===== src/rtl/udp_tx_arbiter_if.sv =====
// AXI4-Stream bundle shared by the two packet sources and the MAC TX path.
interface udp_tx_arbiter_if #(
  parameter int C_AXIS_TDATA_WIDTH = 64,
  parameter int C_AXIS_TKEEP_WIDTH = 8
);
  logic                          tvalid;
  logic                          tready;
  logic [C_AXIS_TDATA_WIDTH-1:0] tdata;
  logic [C_AXIS_TKEEP_WIDTH-1:0] tkeep;
  logic                          tuser;
  logic                          tlast;

  modport master (output tvalid, tdata, tkeep, tuser, tlast, input tready);
  modport slave  (input tvalid, tdata, tkeep, tuser, tlast, output tready);
endinterface


===== src/rtl/udp_tx_arbiter.sv =====
// Whole-packet round-robin arbiter between two AXI4-Stream sources feeding the 10G MAC TX,
// with a forced inter-packet gap and truncation of packets that run past C_MAX_BEATS.
module udp_tx_arbiter #(
  parameter int C_AXIS_TDATA_WIDTH = 64,
  parameter int C_AXIS_TKEEP_WIDTH = 8,
  parameter int C_IFG_CYCLES       = 2,
  parameter int C_MAX_BEATS        = 192
) (
  input  logic                    m00_axis_aclk,
  input  logic                    m00_axis_aresetn,
  udp_tx_arbiter_if.slave         s00_axis,
  udp_tx_arbiter_if.slave         s01_axis,
  udp_tx_arbiter_if.master        m00_axis,
  input  logic [1:0]              src_enable,
  output logic [1:0]              grant,
  output logic                    busy,
  output logic [31:0]             pkt_count0,
  output logic [31:0]             pkt_count1,
  output logic [15:0]             abort_count
);

  localparam int BEAT_W = $clog2(C_MAX_BEATS) + 1;
  localparam int GAP_W  = $clog2(C_IFG_CYCLES + 1) + 1;
  localparam logic [BEAT_W-1:0] BEAT_LAST = BEAT_W'(C_MAX_BEATS - 1);
  localparam logic [GAP_W-1:0]  GAP_LAST  = GAP_W'((C_IFG_CYCLES > 0) ? C_IFG_CYCLES - 1 : 0);

  typedef enum logic [1:0] {IDLE, SEND, DRAIN, GAP} state_t;
  localparam state_t POST_PKT = (C_IFG_CYCLES == 0) ? IDLE : GAP;

  state_t                  state, state_nxt;
  logic                    sel, sel_nxt;
  logic                    last_grant, last_grant_nxt;
  logic [BEAT_W-1:0]       beat_cnt, beat_cnt_nxt;
  logic [GAP_W-1:0]        gap_cnt, gap_cnt_nxt;
  logic                    cnt0_inc, cnt1_inc, abort_inc;

  logic [1:0]                    req;
  logic                          src_tvalid, src_tuser, src_tlast;
  logic [C_AXIS_TDATA_WIDTH-1:0] src_tdata;
  logic [C_AXIS_TKEEP_WIDTH-1:0] src_tkeep;
  logic                          force_last;
  logic                          send_hs;

  function automatic logic [15:0] sat_inc16(input logic [15:0] v);
    return (v == 16'hFFFF) ? v : v + 16'd1;
  endfunction

  assign req        = {s01_axis.tvalid & src_enable[1], s00_axis.tvalid & src_enable[0]};
  assign src_tvalid = sel ? s01_axis.tvalid : s00_axis.tvalid;
  assign src_tdata  = sel ? s01_axis.tdata  : s00_axis.tdata;
  assign src_tkeep  = sel ? s01_axis.tkeep  : s00_axis.tkeep;
  assign src_tuser  = sel ? s01_axis.tuser  : s00_axis.tuser;
  assign src_tlast  = sel ? s01_axis.tlast  : s00_axis.tlast;

  // The last permitted beat of a packet without tlast is marked errored and closed here.
  assign force_last = (beat_cnt == BEAT_LAST) && !src_tlast;
  assign send_hs    = (state == SEND) && src_tvalid && m00_axis.tready;

  assign grant = ((state == SEND) || (state == DRAIN)) ? (sel ? 2'b10 : 2'b01) : 2'b00;
  assign busy  = (state != IDLE);

  always_comb begin
    state_nxt       = state;
    sel_nxt         = sel;
    last_grant_nxt  = last_grant;
    beat_cnt_nxt    = beat_cnt;
    gap_cnt_nxt     = gap_cnt;
    cnt0_inc        = 1'b0;
    cnt1_inc        = 1'b0;
    abort_inc       = 1'b0;
    m00_axis.tvalid = 1'b0;
    m00_axis.tdata  = src_tdata;
    m00_axis.tkeep  = src_tkeep;
    m00_axis.tuser  = src_tuser;
    m00_axis.tlast  = src_tlast;
    s00_axis.tready = 1'b0;
    s01_axis.tready = 1'b0;

    case (state)
      IDLE: begin
        if (req != 2'b00) begin
          // The source that did not own the previous packet wins a tie.
          sel_nxt      = last_grant ? !req[0] : req[1];
          beat_cnt_nxt = '0;
          state_nxt    = SEND;
        end
      end
      SEND: begin
        m00_axis.tvalid = src_tvalid;
        m00_axis.tuser  = src_tuser | force_last;
        m00_axis.tlast  = src_tlast | force_last;
        s00_axis.tready = !sel && m00_axis.tready;
        s01_axis.tready = sel && m00_axis.tready;
        if (send_hs) begin
          beat_cnt_nxt = beat_cnt + BEAT_W'(1);
          if (src_tlast) begin
            cnt0_inc       = !sel;
            cnt1_inc       = sel;
            last_grant_nxt = sel;
            gap_cnt_nxt    = '0;
            state_nxt      = POST_PKT;
          end else if (beat_cnt == BEAT_LAST) begin
            abort_inc      = 1'b1;
            last_grant_nxt = sel;
            state_nxt      = DRAIN;
          end
        end
      end
      DRAIN: begin
        s00_axis.tready = !sel;
        s01_axis.tready = sel;
        if (src_tvalid && src_tlast) begin
          gap_cnt_nxt = '0;
          state_nxt   = POST_PKT;
        end
      end
      GAP: begin
        if (gap_cnt == GAP_LAST) state_nxt = IDLE;
        else                     gap_cnt_nxt = gap_cnt + GAP_W'(1);
      end
      default: state_nxt = IDLE;
    endcase
  end

  always_ff @(posedge m00_axis_aclk or negedge m00_axis_aresetn) begin
    if (!m00_axis_aresetn) begin
      state       <= IDLE;
      sel         <= 1'b0;
      last_grant  <= 1'b1;
      beat_cnt    <= '0;
      gap_cnt     <= '0;
      pkt_count0  <= '0;
      pkt_count1  <= '0;
      abort_count <= '0;
    end else begin
      state      <= state_nxt;
      sel        <= sel_nxt;
      last_grant <= last_grant_nxt;
      beat_cnt   <= beat_cnt_nxt;
      gap_cnt    <= gap_cnt_nxt;
      if (cnt0_inc)  pkt_count0  <= pkt_count0 + 32'd1;
      if (cnt1_inc)  pkt_count1  <= pkt_count1 + 32'd1;
      if (abort_inc) abort_count <= sat_inc16(abort_count);
    end
  end

endmodule


===== src/flat_wrapper.sv =====
// flat-port wrapper written by rule: the top's interface ports become plain ports
module udp_tx_arbiter_flat 
#(
  parameter int C_AXIS_TDATA_WIDTH = 64,
  parameter int C_AXIS_TKEEP_WIDTH = 8,
  parameter int C_IFG_CYCLES       = 2,
  parameter int C_MAX_BEATS        = 192
)
  (m00_axis_aclk, m00_axis_aresetn, src_enable, grant, busy, pkt_count0, pkt_count1, abort_count, s00_axis_tvalid, s00_axis_tdata, s00_axis_tkeep, s00_axis_tuser, s00_axis_tlast, s00_axis_tready, s01_axis_tvalid, s01_axis_tdata, s01_axis_tkeep, s01_axis_tuser, s01_axis_tlast, s01_axis_tready, m00_axis_tvalid, m00_axis_tdata, m00_axis_tkeep, m00_axis_tuser, m00_axis_tlast, m00_axis_tready);
  udp_tx_arbiter_if #(.C_AXIS_TDATA_WIDTH(C_AXIS_TDATA_WIDTH), .C_AXIS_TKEEP_WIDTH(C_AXIS_TKEEP_WIDTH)) s00_axis_i ();
  udp_tx_arbiter_if #(.C_AXIS_TDATA_WIDTH(C_AXIS_TDATA_WIDTH), .C_AXIS_TKEEP_WIDTH(C_AXIS_TKEEP_WIDTH)) s01_axis_i ();
  udp_tx_arbiter_if #(.C_AXIS_TDATA_WIDTH(C_AXIS_TDATA_WIDTH), .C_AXIS_TKEEP_WIDTH(C_AXIS_TKEEP_WIDTH)) m00_axis_i ();
  input  logic m00_axis_aclk;
  input  logic m00_axis_aresetn;
  input  logic [1:0] src_enable;
  output logic [1:0] grant;
  output logic busy;
  output logic [31:0] pkt_count0;
  output logic [31:0] pkt_count1;
  output logic [15:0] abort_count;
  input wire logic [$bits(s00_axis_i.tvalid)-1:0] s00_axis_tvalid;
  input wire logic [$bits(s00_axis_i.tdata)-1:0] s00_axis_tdata;
  input wire logic [$bits(s00_axis_i.tkeep)-1:0] s00_axis_tkeep;
  input wire logic [$bits(s00_axis_i.tuser)-1:0] s00_axis_tuser;
  input wire logic [$bits(s00_axis_i.tlast)-1:0] s00_axis_tlast;
  output wire logic [$bits(s00_axis_i.tready)-1:0] s00_axis_tready;
  input wire logic [$bits(s01_axis_i.tvalid)-1:0] s01_axis_tvalid;
  input wire logic [$bits(s01_axis_i.tdata)-1:0] s01_axis_tdata;
  input wire logic [$bits(s01_axis_i.tkeep)-1:0] s01_axis_tkeep;
  input wire logic [$bits(s01_axis_i.tuser)-1:0] s01_axis_tuser;
  input wire logic [$bits(s01_axis_i.tlast)-1:0] s01_axis_tlast;
  output wire logic [$bits(s01_axis_i.tready)-1:0] s01_axis_tready;
  output wire logic [$bits(m00_axis_i.tvalid)-1:0] m00_axis_tvalid;
  output wire logic [$bits(m00_axis_i.tdata)-1:0] m00_axis_tdata;
  output wire logic [$bits(m00_axis_i.tkeep)-1:0] m00_axis_tkeep;
  output wire logic [$bits(m00_axis_i.tuser)-1:0] m00_axis_tuser;
  output wire logic [$bits(m00_axis_i.tlast)-1:0] m00_axis_tlast;
  input wire logic [$bits(m00_axis_i.tready)-1:0] m00_axis_tready;
  assign s00_axis_i.tvalid = s00_axis_tvalid;
  assign s00_axis_i.tdata = s00_axis_tdata;
  assign s00_axis_i.tkeep = s00_axis_tkeep;
  assign s00_axis_i.tuser = s00_axis_tuser;
  assign s00_axis_i.tlast = s00_axis_tlast;
  assign s00_axis_tready = s00_axis_i.tready;
  assign s01_axis_i.tvalid = s01_axis_tvalid;
  assign s01_axis_i.tdata = s01_axis_tdata;
  assign s01_axis_i.tkeep = s01_axis_tkeep;
  assign s01_axis_i.tuser = s01_axis_tuser;
  assign s01_axis_i.tlast = s01_axis_tlast;
  assign s01_axis_tready = s01_axis_i.tready;
  assign m00_axis_tvalid = m00_axis_i.tvalid;
  assign m00_axis_tdata = m00_axis_i.tdata;
  assign m00_axis_tkeep = m00_axis_i.tkeep;
  assign m00_axis_tuser = m00_axis_i.tuser;
  assign m00_axis_tlast = m00_axis_i.tlast;
  assign m00_axis_i.tready = m00_axis_tready;
  udp_tx_arbiter #(.C_AXIS_TDATA_WIDTH(C_AXIS_TDATA_WIDTH), .C_AXIS_TKEEP_WIDTH(C_AXIS_TKEEP_WIDTH), .C_IFG_CYCLES(C_IFG_CYCLES), .C_MAX_BEATS(C_MAX_BEATS)) u_core (.m00_axis_aclk(m00_axis_aclk), .m00_axis_aresetn(m00_axis_aresetn), .s00_axis(s00_axis_i), .s01_axis(s01_axis_i), .m00_axis(m00_axis_i), .src_enable(src_enable), .grant(grant), .busy(busy), .pkt_count0(pkt_count0), .pkt_count1(pkt_count1), .abort_count(abort_count));
endmodule

===== config.mk =====
export PLATFORM = sky130hd
export DESIGN_NAME = udp_tx_arbiter_flat
export DESIGN_NICKNAME = d
export VERILOG_FILES = /design/src/rtl/udp_tx_arbiter_if.sv /design/src/rtl/udp_tx_arbiter.sv /design/src/flat_wrapper.sv
export SDC_FILE = /design/constraint.sdc
export NUM_CORES = 1
export LEC_CHECK = 0
export CAP_MARGIN = 40
export CORE_MARGIN = 1
export CORE_UTILIZATION = 36
export DETAILED_ROUTE_END_ITERATION = 16
export PLACE_DENSITY = 0.91
export SYNTH_ARGS = -nofsm -noshare
export SYNTH_HDL_FRONTEND = slang
export SYNTH_SLANG_ARGS = --single-unit
export TNS_END_PERCENT = 20

===== constraint.sdc =====
create_clock -name m00_axis_aclk -period 2.08 [get_ports m00_axis_aclk]
set_clock_uncertainty 0.15 [all_clocks]
set_input_delay 0.312 -clock m00_axis_aclk [delete_from_list [all_inputs] [get_ports m00_axis_aclk]]
set_output_delay 0.312 -clock m00_axis_aclk [all_outputs]
set_load 0.02 [all_outputs]

== Word level (Yosys, flattened, before mapping) ==
Index checks and enable logic that the tools add are counted.

* $add $sub $neg: 5
* Multiply operators: 0
* Divide/modulo/power cells: 0
* Order comparisons: 0
* Eq/ne operators: 13
* Shifts and indexed selects: 0
* Multiplexer cells: 40
* Bitwise gates (word level): 5
* Reduce and logical (&&, ||, !) cells: 22

{| class="wikitable"
|+ Operator list
! cell !! number
|-
| 32-bit by 1-bit adder with 32-bit output, second input constant || 2
|-
| 64-bit 2-to-1 mux || 1
|-
| 1-bit 2-to-1 mux || 19
|-
| 9-bit 2-to-1 mux || 2
|-
| 9-bit case mux with 2 select lines || 1
|-
| 16-bit by 1-bit adder with 16-bit output, second input constant || 1
|-
| 16-bit == test, second input constant || 1
|-
| 2-bit 2-to-1 mux || 8
|-
| 3-bit 2-to-1 mux || 4
|-
| 5-bit AND reduction || 2
|-
| 9-bit by 1-bit adder with 9-bit output, second input constant || 1
|-
| 9-bit by 8-bit == test with 1-bit output, second input constant || 1
|-
| 3-bit case mux with 3 select lines || 1
|-
| 8-bit 2-to-1 mux || 1
|-
| 2-bit by 1-bit != test with 1-bit output, second input constant || 4
|-
| 2-bit case mux with 4 select lines || 1
|-
| 2-bit nonzero test || 4
|-
| 1-bit logical AND || 6
|-
| 3-bit AND reduction || 2
|-
| 2-bit == test, second input constant || 2
|-
| 2-bit != test, second input constant || 2
|-
| 1-bit case mux with 2 select lines || 2
|-
| 2-bit AND reduction || 2
|-
| 3-bit by 1-bit adder with 3-bit output, second input constant || 1
|-
| 10 further kinds || 14
|}

* Register bits after elaboration: 96
* Bits in latches: 0
* Bits in writable memories: 0
* Bits in read-only memories: 0
* Bits of input ports: 155
* Output and inout bits: 160
* Word-level logic and storage cells: 93
* Memories: 0

== Depth between registers and ports, before layout ==
* Word-level depth: 6
* Mapped depth: 9
* Gate-level depth less buffers: 7

== Least setup slack after synthesis ==
OpenSTA, ideal clock, no wires.

* Path type: reg-to-reg
* Start: reg u_core.state[1]
* End: reg u_core.pkt_count1[15]
* Library setup time: 0.130 ns
* Arrival: 1.854 ns
* Required time: 1.800 ns
* Slack: -0.054 ns
* Stages on the path, launching flop included: 9
* Buffers on the path: 1
* Period minus slack after synthesis: 2.134 ns
* Cells stage by stage: dfrtp_1 -> inv_1 -> ha_1 -> buf_2 -> nand2_2 -> nor4_2 -> nor3b_2 -> nand3_1 -> xnor2_1

* Cells in the longest elaborated chain, start to end: 5

{| class="wikitable"
|+ Ends and longest elaborated chain
! what !! line !! RTL
|-
| from (decl) || udp_tx_arbiter.sv:30 || <nowiki>state_t state, state_nxt;</nowiki>
|-
| from (signal assigned) || udp_tx_arbiter.sv:136 || <nowiki>state <= state_nxt;</nowiki>
|-
| 2-bit by 1-bit == test with 1-bit output (*) || udp_tx_arbiter.sv:57, udp_tx_arbiter.sv:79 ||
|-
| 1-bit logical AND (2 in series) || udp_tx_arbiter.sv:57 || <nowiki>assign send_hs = (state == SEND) && src_tvalid && m00_axis.tready;</nowiki>
|-
| 1-bit 2-to-1 mux || udp_tx_arbiter.sv:94 || <nowiki>if (send_hs) begin</nowiki>
|-
| 1-bit 2-to-1 mux (*) || udp_tx_arbiter.sv:79 || <nowiki>case (state)</nowiki>
|-
| to (signal assigned) || udp_tx_arbiter.sv:142 || <nowiki>if (cnt1_inc) pkt_count1 <= pkt_count1 + 32'd1;</nowiki>
|-
| to (decl) || udp_tx_arbiter.sv:18 || <nowiki>output logic [31:0] pkt_count1,</nowiki>
|}

Every way passes the cells marked *; elsewhere a longest branch is shown, timed or not.
A chain may end at the register's enable or synchronous reset.

== Final worst setup path ==
* Start: reg u_core.sel
* End: out m00_axis_tdata[8]

* Cells in the longest elaborated chain, start to end: 1

{| class="wikitable"
|+ Ends and longest elaborated chain
! what !! line !! RTL
|-
| from (decl) || udp_tx_arbiter.sv:31 || <nowiki>logic sel, sel_nxt;</nowiki>
|-
| from (signal assigned) || udp_tx_arbiter.sv:137 || <nowiki>sel <= sel_nxt;</nowiki>
|-
| 64-bit 2-to-1 mux || udp_tx_arbiter.sv:50 || <nowiki>assign src_tdata = sel ? s01_axis.tdata : s00_axis.tdata;</nowiki>
|-
| to (decl) || flat_wrapper.sv:34 || <nowiki>output wire logic [$bits(m00_axis_i.tdata)-1:0] m00_axis_tdata;</nowiki>
|}

No other way between the ends.

==> flow_summary_export.csv <==
group,metric,value,unit
sta,rsz0062_at_grt,"yes",
global_routing,grt_pass1_wl,31600,µm
global_routing,grt-ovfl-total,0,
logic_synthesis,ys_ff_latch,96,
sta,finalMaxSlewViolations,0,
global_routing,met3_usage,10.5,%
floorplanning,core_area,0.0153,mm²
hold_path,hp-class,"in2async",
routing,first_iter_violations,233,
logic_synthesis,synth_enable_flop_cells,0,
setup_path,critPathRequiredTime,1.62,ns
power,power-per-cell-area,835,mW/mm²
clock_tree,cts_tree,"done",
routing,route.final.wire_length,21100,µm
global_routing,grt_use_met1,29.3,%
clock_tree,clk_pin_slew,0.07,ns
clock_tree,cts_root_buf,"clkbuf_16",
status,violations,"setup timing",
logic_synthesis,avgSynthCellArea,10.7,µm²
global_routing,grt_pass1_vias,5699,
placement,postPlaceCellArea,0.00959,mm²
sta,hold_viol,0,
final_layout,final_nets,1084,
sta,min_period,2.17,ns
logic_synthesis,yosys_warnings,0,
global_routing,grt_busiest_layer,"met2",
routing,antenna_left,0,
global_routing,grt_start_max_net_pins,42,
routing,drc_errors,0,
power,leakage,0.00441,µW
sta,max_freq,460,MHz
routing,dr_total_vias,5611,
floorplanning,die-area,0.0164,mm²
clock_tree,clock-sinks,96,
clock_tree,cts_buffer_depth,2,
setup_path,crit_path_max_fanout,22,
logic_synthesis,netlist_instances,533,
clock_tree,cts_buffers,9,
logic_synthesis,synth_nets,699,
logic_synthesis,ys_seq_area_share,42.1,%
setup_path,startpoint_type,"register",
floorplanning,die_w,128,µm
floorplanning,io_pins,315,
placement,port_buffers,314,
placement,dp_hpwl,16900,µm
setup_path,arrival,1.71,ns
floorplanning,die_h,128,µm
sta,tightest_slew,0.566,ns
status,outcome,"complete, but fails checks",
logic_synthesis,ys.flop_type,"dfrtp_1",
global_routing,gr-usage-met2,45.2,%
floorplanning,start_util,37.3,%
floorplanning,row_count,45,
final_layout,drive_gt1_share,30.0,%
logic_synthesis,syn_area,0.00571,mm²
sta,fin_ws,-0.0925,ns
sta,setup_viol,62,
global_routing,antenna_found_initial,9,
final_layout,fin_area,0.0100,mm²
logic_synthesis,async_flop_share,100,%
sta,post-route-period-util,104,%
setup_path,reg2reg_depth,7,
clock_tree,insertion_delay,0.34,ns
global_routing,grt_use_total,25.7,%
placement,gp_congestion,0.901,
job,cap_violations,0,
sta,hold_ws,0.301,ns
clock_tree,cts_htree_levels,3,
setup_path,cp-end-kind,"output pin",
final_layout,area_growth,75.9,%
logic_synthesis,synthDistinctLibCells,52,
sta,slew_headroom,62.2,%
power,ir_drop,0.000623,V
final_layout,n_fill_cell,1242,
routing,via_per_inst,4.93,
routing,first_pass_iters,4,
setup_path,path_class,"reg2out",
routing,wl_per_cell,18.5,µm
[critical path, cell delays in order (launching register included)]
cell	delay [ns]
dfrtp_4	0.50
buf_4	0.15
buf_12	0.16
mux2_2	0.38
buf_2	0.17
[final timing paths]
path                                                 endpoint                         startpoint  slack (ns)
setup / recovery                            m00_axis_tdata[8]             u_core.sel$_DFFE_PN0P_       -0.09
hold / removal              u_core.pkt_count0[19]$_DFFE_PN0P_                   m00_axis_aresetn        0.30
setup reg to reg               u_core.beat_cnt[8]$_DFFE_PN0P_             u_core.sel$_DFFE_PN0P_       -0.02
hold reg to reg             u_core.pkt_count1[31]$_DFFE_PN0P_  u_core.pkt_count1[31]$_DFFE_PN0P_        0.33
max in group asynchronous   u_core.pkt_count0[17]$_DFFE_PN0P_                   m00_axis_aresetn        0.83
min in group m00_axis_aclk  u_core.pkt_count1[31]$_DFFE_PN0P_  u_core.pkt_count1[31]$_DFFE_PN0P_        0.33
[cell usage after synthesis (3+ instances only)]
cell type | instances | share of area, %
a21oi_1 | 4 | 0.35
and2_1 | 6 | 0.66
and3_1 | 15 | 1.6
and4_1 | 7 | 1.1
buf_2 | 6 | 0.53
clkbuf_1 | 6 | 0.39
dfrtp_1 | 95 | 42
ha_1 | 11 | 2.4
inv_1 | 17 | 1.1
mux2_2 | 76 | 15
mux2i_1 | 6 | 1.1
nand2_1 | 41 | 2.7
nand2b_1 | 4 | 0.44
nand3_1 | 32 | 2.8
nand4_1 | 18 | 2.0
nand4_2 | 3 | 0.66
nor2_1 | 32 | 2.1
nor2b_1 | 4 | 0.44
nor3_1 | 12 | 1.1
nor3_2 | 3 | 0.53
nor4_1 | 7 | 0.77
nor4_2 | 3 | 0.66
o21ai_0 | 8 | 0.70
xnor2_1 | 54 | 8.3
xor2_1 | 29 | 4.5
[power by group]
group | internal, µW | leakage (µW) | switching, µW
clock | 973 | 0.000151 | 714
combinational | 2280 | 0.00298 | 2290
sequential | 1990 | 0.00128 | 128
total | 5250 | 0.00441 | 3140
[logic make-up (layout without fill, tap and decap cells)]
family                   count (synthesis)  after routing  share of synthesized area [%]
AND/OR/NAND/NOR                        202            202                           20.7
AO/OA/AOI/OAI                           26             26                           3.42
other                                    0              6                              0
XOR/XNOR                                83             83                           12.7
adder cells (fa/ha/maj)                 11             11                           2.41
buffers and inverters                   32            421                           2.30
multiplexers                            83             83                           16.3
flip-flops                              96             96                           42.1
[sequential cells by signal, indices dropped and copies added, names as in the netlist]
signal,flops
u_core.pkt_count0,32
u_core.pkt_count1,32
u_core.abort_count,16
u_core.beat_cnt,9
u_core.gap_cnt,3
u_core.state,2
u_core.last_grant,1
u_core.sel,1
[layer usage]
layer | share of wire, % | up-vias
li1 | - | 2669
met2 | 51 | 213
met1 | 39 | 2697
met4 | 1.1 | 10
met3 | 9.3 | 22
met5 | 0.29 | -
[cells in the final DEF, fill, tap and decap left out, types with 6 or more instances in the layout]
master,netlist,layout
nand4_1,18,18
ha_1,11,10
nor3_2,3,8
and3_1,15,14
nor2_1,32,28
dlygate4sd2_1,0,26
xor2_1,29,29
nand3_1,32,30
xnor2_1,54,54
clkbuf_16,0,10
o21ai_0,8,6
buf_2,6,40
mux2_2,76,76
and4_1,7,6
dfrtp_1,95,94
diode_2,0,6
buf_4,1,76
inv_1,17,16
clkdlybuf4s50_1,0,233
nand2_1,41,40
[timing repair]
action	4_1_cts	5_1_grt
setup buffers	4	0
endpoints found under the setup margin	130	144
hold buffers	1	0
hold endpoints to repair	25	0
resized for setup	252	51
pin swaps	2	11
cloned	1	1
[through the flow]
stage | setup slack [ns] | std cells | TNS, ns | power (µW) | util [%]
after CTS | -0.135 | 1132 | -3.51 | 8110 | 63.9
after global routing | -0.145 | 1134 | -8.50 | 8780 | 65.4
after global placement | -0.225 | 1111 | -9.10 | 6480 | 62.6
after detailed placement | -0.255 | 1111 | -12.42 | 6560 | 62.6
final | -0.0925 | 1139 | -2.85 | 8380 | 65.5
after floorplan | 0.00220 | 533 | 0 | 4420 | -
[area by class of cell]
| class | count | area (µm²) | area share (%) |
|---|---|---|---|
| tap | 211 | 264 | 2.63 |
| inverter | 17 | 63.8 | 0.636 |
| clock buffer | 10 | 239 | 2.38 |
| sequential | 96 | 2410 | 24.0 |
| timing repair buffer | 389 | 3550 | 35.4 |
| clock inverter | 5 | 63.8 | 0.636 |
| multi-input combinational | 405 | 3430 | 34.2 |
| antenna | 6 | 15.0 | 0.150 |
(Power assumes the default switching activity.)
